**src/rtl/core_sequencer.sv**
```systemverilog
// Multi-cycle fetch/execute sequencer for the single-issue RV32 core.
// Owns the PC, fetches over a req/ack handshake and gates the register-file write into WB.
module core_sequencer #(
  parameter logic [31:0] RESET_PC     = 32'h0000_0000,
  parameter logic [31:0] PC_STEP      = 32'd4,
  parameter int unsigned IMEM_TIMEOUT = 32'd15
) (
  input  logic        clk,
  input  logic        rst_n,
  input  logic        run,
  input  logic [31:0] last_pc,
  output logic        imem_req,
  output logic [31:0] imem_addr,
  input  logic        imem_ack,
  input  logic [31:0] imem_rdata,
  output logic [31:0] instr,
  output logic        instr_valid,
  input  logic        ctrl_rf_w,
  output logic        rf_we,
  output logic [31:0] pc,
  output logic [31:0] retired,
  output logic        halted,
  output logic        err
);

  typedef enum logic [2:0] {
    ST_IDLE  = 3'd0,
    ST_FETCH = 3'd1,
    ST_EXEC  = 3'd2,
    ST_WB    = 3'd3,
    ST_HALT  = 3'd4,
    ST_ERR   = 3'd5
  } state_t;

  state_t      state_r;
  state_t      state_s;
  logic [31:0] pc_r;
  logic [31:0] instr_r;
  logic [31:0] retired_r;
  logic [31:0] tmo_cnt_r;
  logic [31:0] tmo_next_s;
  logic        tmo_hit_s;

  // An ack arriving in the expiry cycle wins because ack is tested first in FETCH.
  assign tmo_next_s = tmo_cnt_r + 32'd1;
  assign tmo_hit_s  = (IMEM_TIMEOUT != 32'd0) && (tmo_next_s == IMEM_TIMEOUT);

  // State register.
  always_ff @(posedge clk or negedge rst_n) begin
    if (!rst_n) begin
      state_r <= ST_IDLE;
    end else begin
      state_r <= state_s;
    end
  end

  // Next-state logic; HALT and ERR are absorbing, stray encodings fall back to IDLE.
  always_comb begin
    state_s = ST_IDLE;
    case (state_r)
      ST_IDLE: begin
        if (run) state_s = ST_FETCH;
        else     state_s = ST_IDLE;
      end
      ST_FETCH: begin
        if (imem_ack)       state_s = ST_EXEC;
        else if (tmo_hit_s) state_s = ST_ERR;
        else                state_s = ST_FETCH;
      end
      ST_EXEC: state_s = ST_WB;
      ST_WB: begin
        if (pc_r == last_pc) state_s = ST_HALT;
        else if (run)        state_s = ST_FETCH;
        else                 state_s = ST_IDLE;
      end
      ST_HALT: state_s = ST_HALT;
      ST_ERR:  state_s = ST_ERR;
      default: state_s = ST_IDLE;
    endcase
  end

  // Datapath: instruction latch, timeout counter, PC advance and retire count.
  always_ff @(posedge clk or negedge rst_n) begin
    if (!rst_n) begin
      pc_r      <= RESET_PC;
      instr_r   <= 32'h0000_0000;
      retired_r <= 32'h0000_0000;
      tmo_cnt_r <= 32'h0000_0000;
    end else begin
      case (state_r)
        ST_FETCH: begin
          if (imem_ack) begin
            instr_r   <= imem_rdata;
            tmo_cnt_r <= 32'h0000_0000;
          end else begin
            tmo_cnt_r <= tmo_next_s;
          end
        end
        ST_WB: begin
          retired_r <= retired_r + 32'd1;
          if (pc_r != last_pc) begin
            pc_r <= pc_r + PC_STEP;
          end else begin
            pc_r <= pc_r;
          end
        end
        default: begin
          pc_r <= pc_r;
        end
      endcase
    end
  end

  // Output decode from the registered state; rf_we passes ctrl_rf_w only in WB.
  always_comb begin
    imem_req    = 1'b0;
    instr_valid = 1'b0;
    rf_we       = 1'b0;
    halted      = 1'b0;
    err         = 1'b0;
    case (state_r)
      ST_FETCH: imem_req = 1'b1;
      ST_EXEC:  instr_valid = 1'b1;
      ST_WB: begin
        instr_valid = 1'b1;
        rf_we       = ctrl_rf_w;
      end
      ST_HALT: halted = 1'b1;
      ST_ERR:  err = 1'b1;
      default: imem_req = 1'b0;
    endcase
  end

  assign imem_addr = pc_r;
  assign pc        = pc_r;
  assign instr     = instr_r;
  assign retired   = retired_r;

endmodule

```
**config.mk**
```make
export PLATFORM = sky130hd
export DESIGN_NAME = core_sequencer
export DESIGN_NICKNAME = d
export VERILOG_FILES = /design/src/rtl/core_sequencer.sv
export SDC_FILE = /design/constraint.sdc
export NUM_CORES = 1
export LEC_CHECK = 0
export ABC_CLOCK_PERIOD_IN_PS = 2100
export BUFFER_PORTS_ARGS = -buffer_cell sky130_fd_sc_hd__buf_2
export CAP_MARGIN = 20
export CORE_ASPECT_RATIO = 0.8
export CORE_MARGIN = 2
export CORE_UTILIZATION = 29
export DETAILED_ROUTE_END_ITERATION = 16
export SKIP_LAST_GASP = 1
export SYNTH_ARGS = -nofsm -noshare
export SYNTH_HDL_FRONTEND = slang
export SYNTH_SLANG_ARGS = --single-unit
```
**constraint.sdc**
```tcl
create_clock -name clk -period 2.1 [get_ports clk]
set_input_delay 0.525 -clock clk [delete_from_list [all_inputs] [get_ports clk]]
set_output_delay 0.525 -clock clk [all_outputs]
set_load 0.05 [all_outputs]
```
==> metrics.md <==
| Metric | Value |
|---|---|
| Status | finished, violations left |
| Failing checks | setup timing |
| Final hold vios | 0 |
| Min-delay src | imem_rdata[16] |
| Initial antenna violation count | 0 |
| Clock slew at reported path FFs | roughly 60 ps |
| Leak | about 4.8 nW |
| Sw frac | 0.444 |
| DRC viols | 0 |
| Synth Warn # | 0 |
| Max IR drop VDD | 700 uV |
| Die area | 25700 um2 |
| Unique masters post-synth | 57 |
| Routed WL | 19.2 mm |
| Largest net degree at the start of global routing | 88 |
| Fin. max-slew vios | 0 |
| RSZ-0062 raised after global routing | yes |
| Number of global-route vias before repair | 5669 |
| EDFF count, synth | 0 |
| Clock power share | 0.233 |
| DP HPWL | 14.4 mm |
| WHS | 334 ps |
| Largest family of logic cells by synthesized area | simple AND/OR/NAND/NOR gates |
| Core Region | approximately 24000 um2 |
| Via/cell ratio | roughly 4.6 |
| Reg2reg end | imem_addr[31]$_DFFE_PN0P_ |
| Sequential power share | 0.303 |
| Port buffer count | 197 |
| Worst-Skew Late Latency | 420 ps |
| Seq cells post-synth | 129 |
| Final Non-Filler Cells | 1311 |
| Cell Area, Synth | 7090 um2 |
| Post-Place Worst Slack | -276 ps |
| Final Cycle Share | 1.03 |
| Most instantiated cells after synthesis | dfrtp_1 (129), nand2_1 (73), xnor2_1 (50) |
| Total global-route track usage | 0.148 |
| Post-placement cell area | 8950 um2 |
| Layout cells sized above 1 | 0.482 |
| Routability congestion estimate | 0.823 |
| Htree depth | 4 |
| Setup WS post-layout | -72.8 ps |
| Synth Area in XOR/XNOR | 0.122 |
| Final instance area | 9850 um2 |
| Starting Density | 0.293 |
| Power density over cell area | 1290 nW/um2 |
| Fin Setup TNS | -277 ps |
| DR pass1 iterations | 4 |
| WHS Path Cells | 2 |
| Fin util | 0.407 |
| Num Clock Sinks | 129 |
| CTS tree | built |
| R2R setup slack | -70 ps |
| Post-Synthesis Cells | between 700 and 800 |
| Ys flop type | dfrtp_1 |
| Drt wl/cell | 14.6 um |
| Most frequent cell after synthesis | dfrtp_1 |
| Mux share of post-synthesis cell area | 0.0738 |
| DRT iter0 DRCs | between 300 and 400 |
| Placement row count | 51 |
| FMAX | 460 MHz |
| Compound-gate portion of the synthesized area | 0.0694 |
| Post-route ant nets | 0 |
| Vias | 5992 |
| Dominant cells by area after synthesis | dfrtp_1 (46%), xnor2_1 (6.2%), xor2_1 (6.1%) |
| Synthesized-area fraction occupied by adder cells | 0.00706 |
| IO Count | 202 |
| Die span in x | about 180 um |
| Post-synth top area cell | dfrtp_1 |
| Chip Height | 144 um |
| Setup CP Type | register to register |
| Fin nets | 1053 |
| First-pass GRT wire length | around 30 mm |
| Final Skew | approximately 10 ps |
| HP Class | primary input to register |
| CTS root buf | clkbuf_16 |
| P&R area growth vs syn | 39.0% |
| N_diodes | 0 |
| WP data required | about 2400 ps |
| CP max FO | 5 |
| Pwr Total | around 13 mW |
| GRT Residual Overflow | 0 |
| Clock buffer depth | 2 |
| Comb power frac | 0.465 |
| CP arrival | 2510 ps |
| Max-cap violation count | 0 |
| Reg2reg path depth | 9 |
| Total CTS buffers | 17 |
| Filler cells | 2406 |
| Setup violations, final | 5 |
| Post-synthesis area per instance | around 10 um2 |
| Synth Area in Simple Gates | 0.198 |
| Sw Pwr | approximately 5.6 mW |
| Crit path launch type | register |
| Crit end category | register |
| Async S/R FF share, synth | 1.00 |
| Sequential share of the synthesized area | 0.456 |
| Yosys top cell area share | 0.456 |
| Cell count after placement | roughly 1300 |
| Reg-to-Reg Start | imem_addr[11]$_DFFE_PN0P_ |
| Worst hold path endpoint | instr[16]$_DFFE_PN0P_ |
| P_int | about 7 mW |
| Post-layout min period | 2170 ps |
==> power by group through the flow <==
stage               clock network (mW)  logic, mW  registers, mW
global placement                     0       5.71           3.87
global route                      3.15       6.41           3.98
detailed placement                   0       5.78           3.88
finish                            2.96       5.90           3.85
CTS                               3.05       5.85           3.85
floorplan                            0       2.79           5.24
==> logic make-up (layout without fill, tap and decap cells) <==
family | count (synthesis) | count (layout)
AND/OR/NAND/NOR | 269 | 269
flip-flops | 129 | 129
XOR/XNOR | 99 | 99
buffers and inverters | 80 | 361
AO/OA/AOI/OAI | 79 | 79
multiplexers | 48 | 48
adder cells (fa/ha/maj) | 4 | 4
other | 1 | 4
==> cell usage in the layout (no fill, tap or decap), types with 10 or more instances in the layout <==
master | synthesis | layout
nand4_1 | 13 | 13
dfrtp_1 | 129 | 93
clkbuf_16 | 0 | 17
nor2_1 | 39 | 29
and4_1 | 12 | 11
inv_1 | 11 | 10
nand2_1 | 73 | 72
buf_2 | 8 | 194
o21ai_0 | 32 | 31
xnor2_1 | 50 | 49
nand3_1 | 40 | 39
a21oi_1 | 19 | 19
and3_1 | 25 | 23
buf_4 | 35 | 119
mux2i_1 | 14 | 14
nor3_1 | 27 | 20
xor2_1 | 49 | 42
dfrtp_2 | 0 | 36
mux2_2 | 34 | 34
==> metal layers <==
layer | global-route usage | routed length, um | part of all wire | up-vias
met4 | 0.0329 | 81 | 0.0042 | 0
li1 | - | - | - | 2975
met1 | 0.203 | 8850 | 0.46 | 2861
met5 | 0 | 0 | 0 | -
met2 | 0.238 | 9150 | 0.48 | 148
met3 | 0.0352 | 1080 | 0.056 | 8
==> how the worst max path moves through the flow <==
stage	from	cells past startpoint	slack, ps	end
floorplan	imem_addr[8]$_DFFE_PN0P_	7	-20	imem_addr[31]$_DFFE_PN0P_
global placement	last_pc[10]	8	-240	imem_addr[26]$_DFFE_PN0P_
detailed placement	last_pc[10]	8	-280	imem_addr[26]$_DFFE_PN0P_
CTS	state_r[1]$_DFF_PN0_	4	-80	imem_req
global route	tmo_cnt_r[0]$_DFFE_PN0P_	9	-260	state_r[2]$_DFF_PN0_
finish	imem_addr[11]$_DFFE_PN0P_	9	-70	imem_addr[31]$_DFFE_PN0P_
==> state kept, by name, summed over array words and instances, names as in the netlist <==
signal	cells
tmo_cnt_r	32
instr	32
state_r	3
imem_addr	30
retired	32
==> layout make-up <==
cell class | count | area (um2) | share of cell area
Sequential cell | 129 | 3270 | 0.332
Clock buffer | 17 | 425 | 0.0432
Timing Repair Buffer | 318 | 1940 | 0.197
Clock inverter | 15 | 164 | 0.0166
Multi-Input combinational cell | 503 | 3610 | 0.366
Inverter | 11 | 41.3 | 0.00419
Tap cell | 318 | 398 | 0.0404
==> worst max-delay path: stages, from the launching register on <==
cell and delay [ps]:
dfrtp_2 420, xor2_1 150, buf_4 140, nor4_2 40, nand4b_1 180, o211ai_1 130
buf_4 150, or4_4 580, nor3_4 150, xor2_1 150
==> repair_timing <==
action                                 4_1_cts  5_1_grt
endpoints found under the hold margin        6        0
setup endpoints to repair                   18       41
hold buffers                                 1        0
pin swaps                                    0       19
setup buffers                                2        6
resized for setup                            7       44
(Power assumes the default switching activity.)
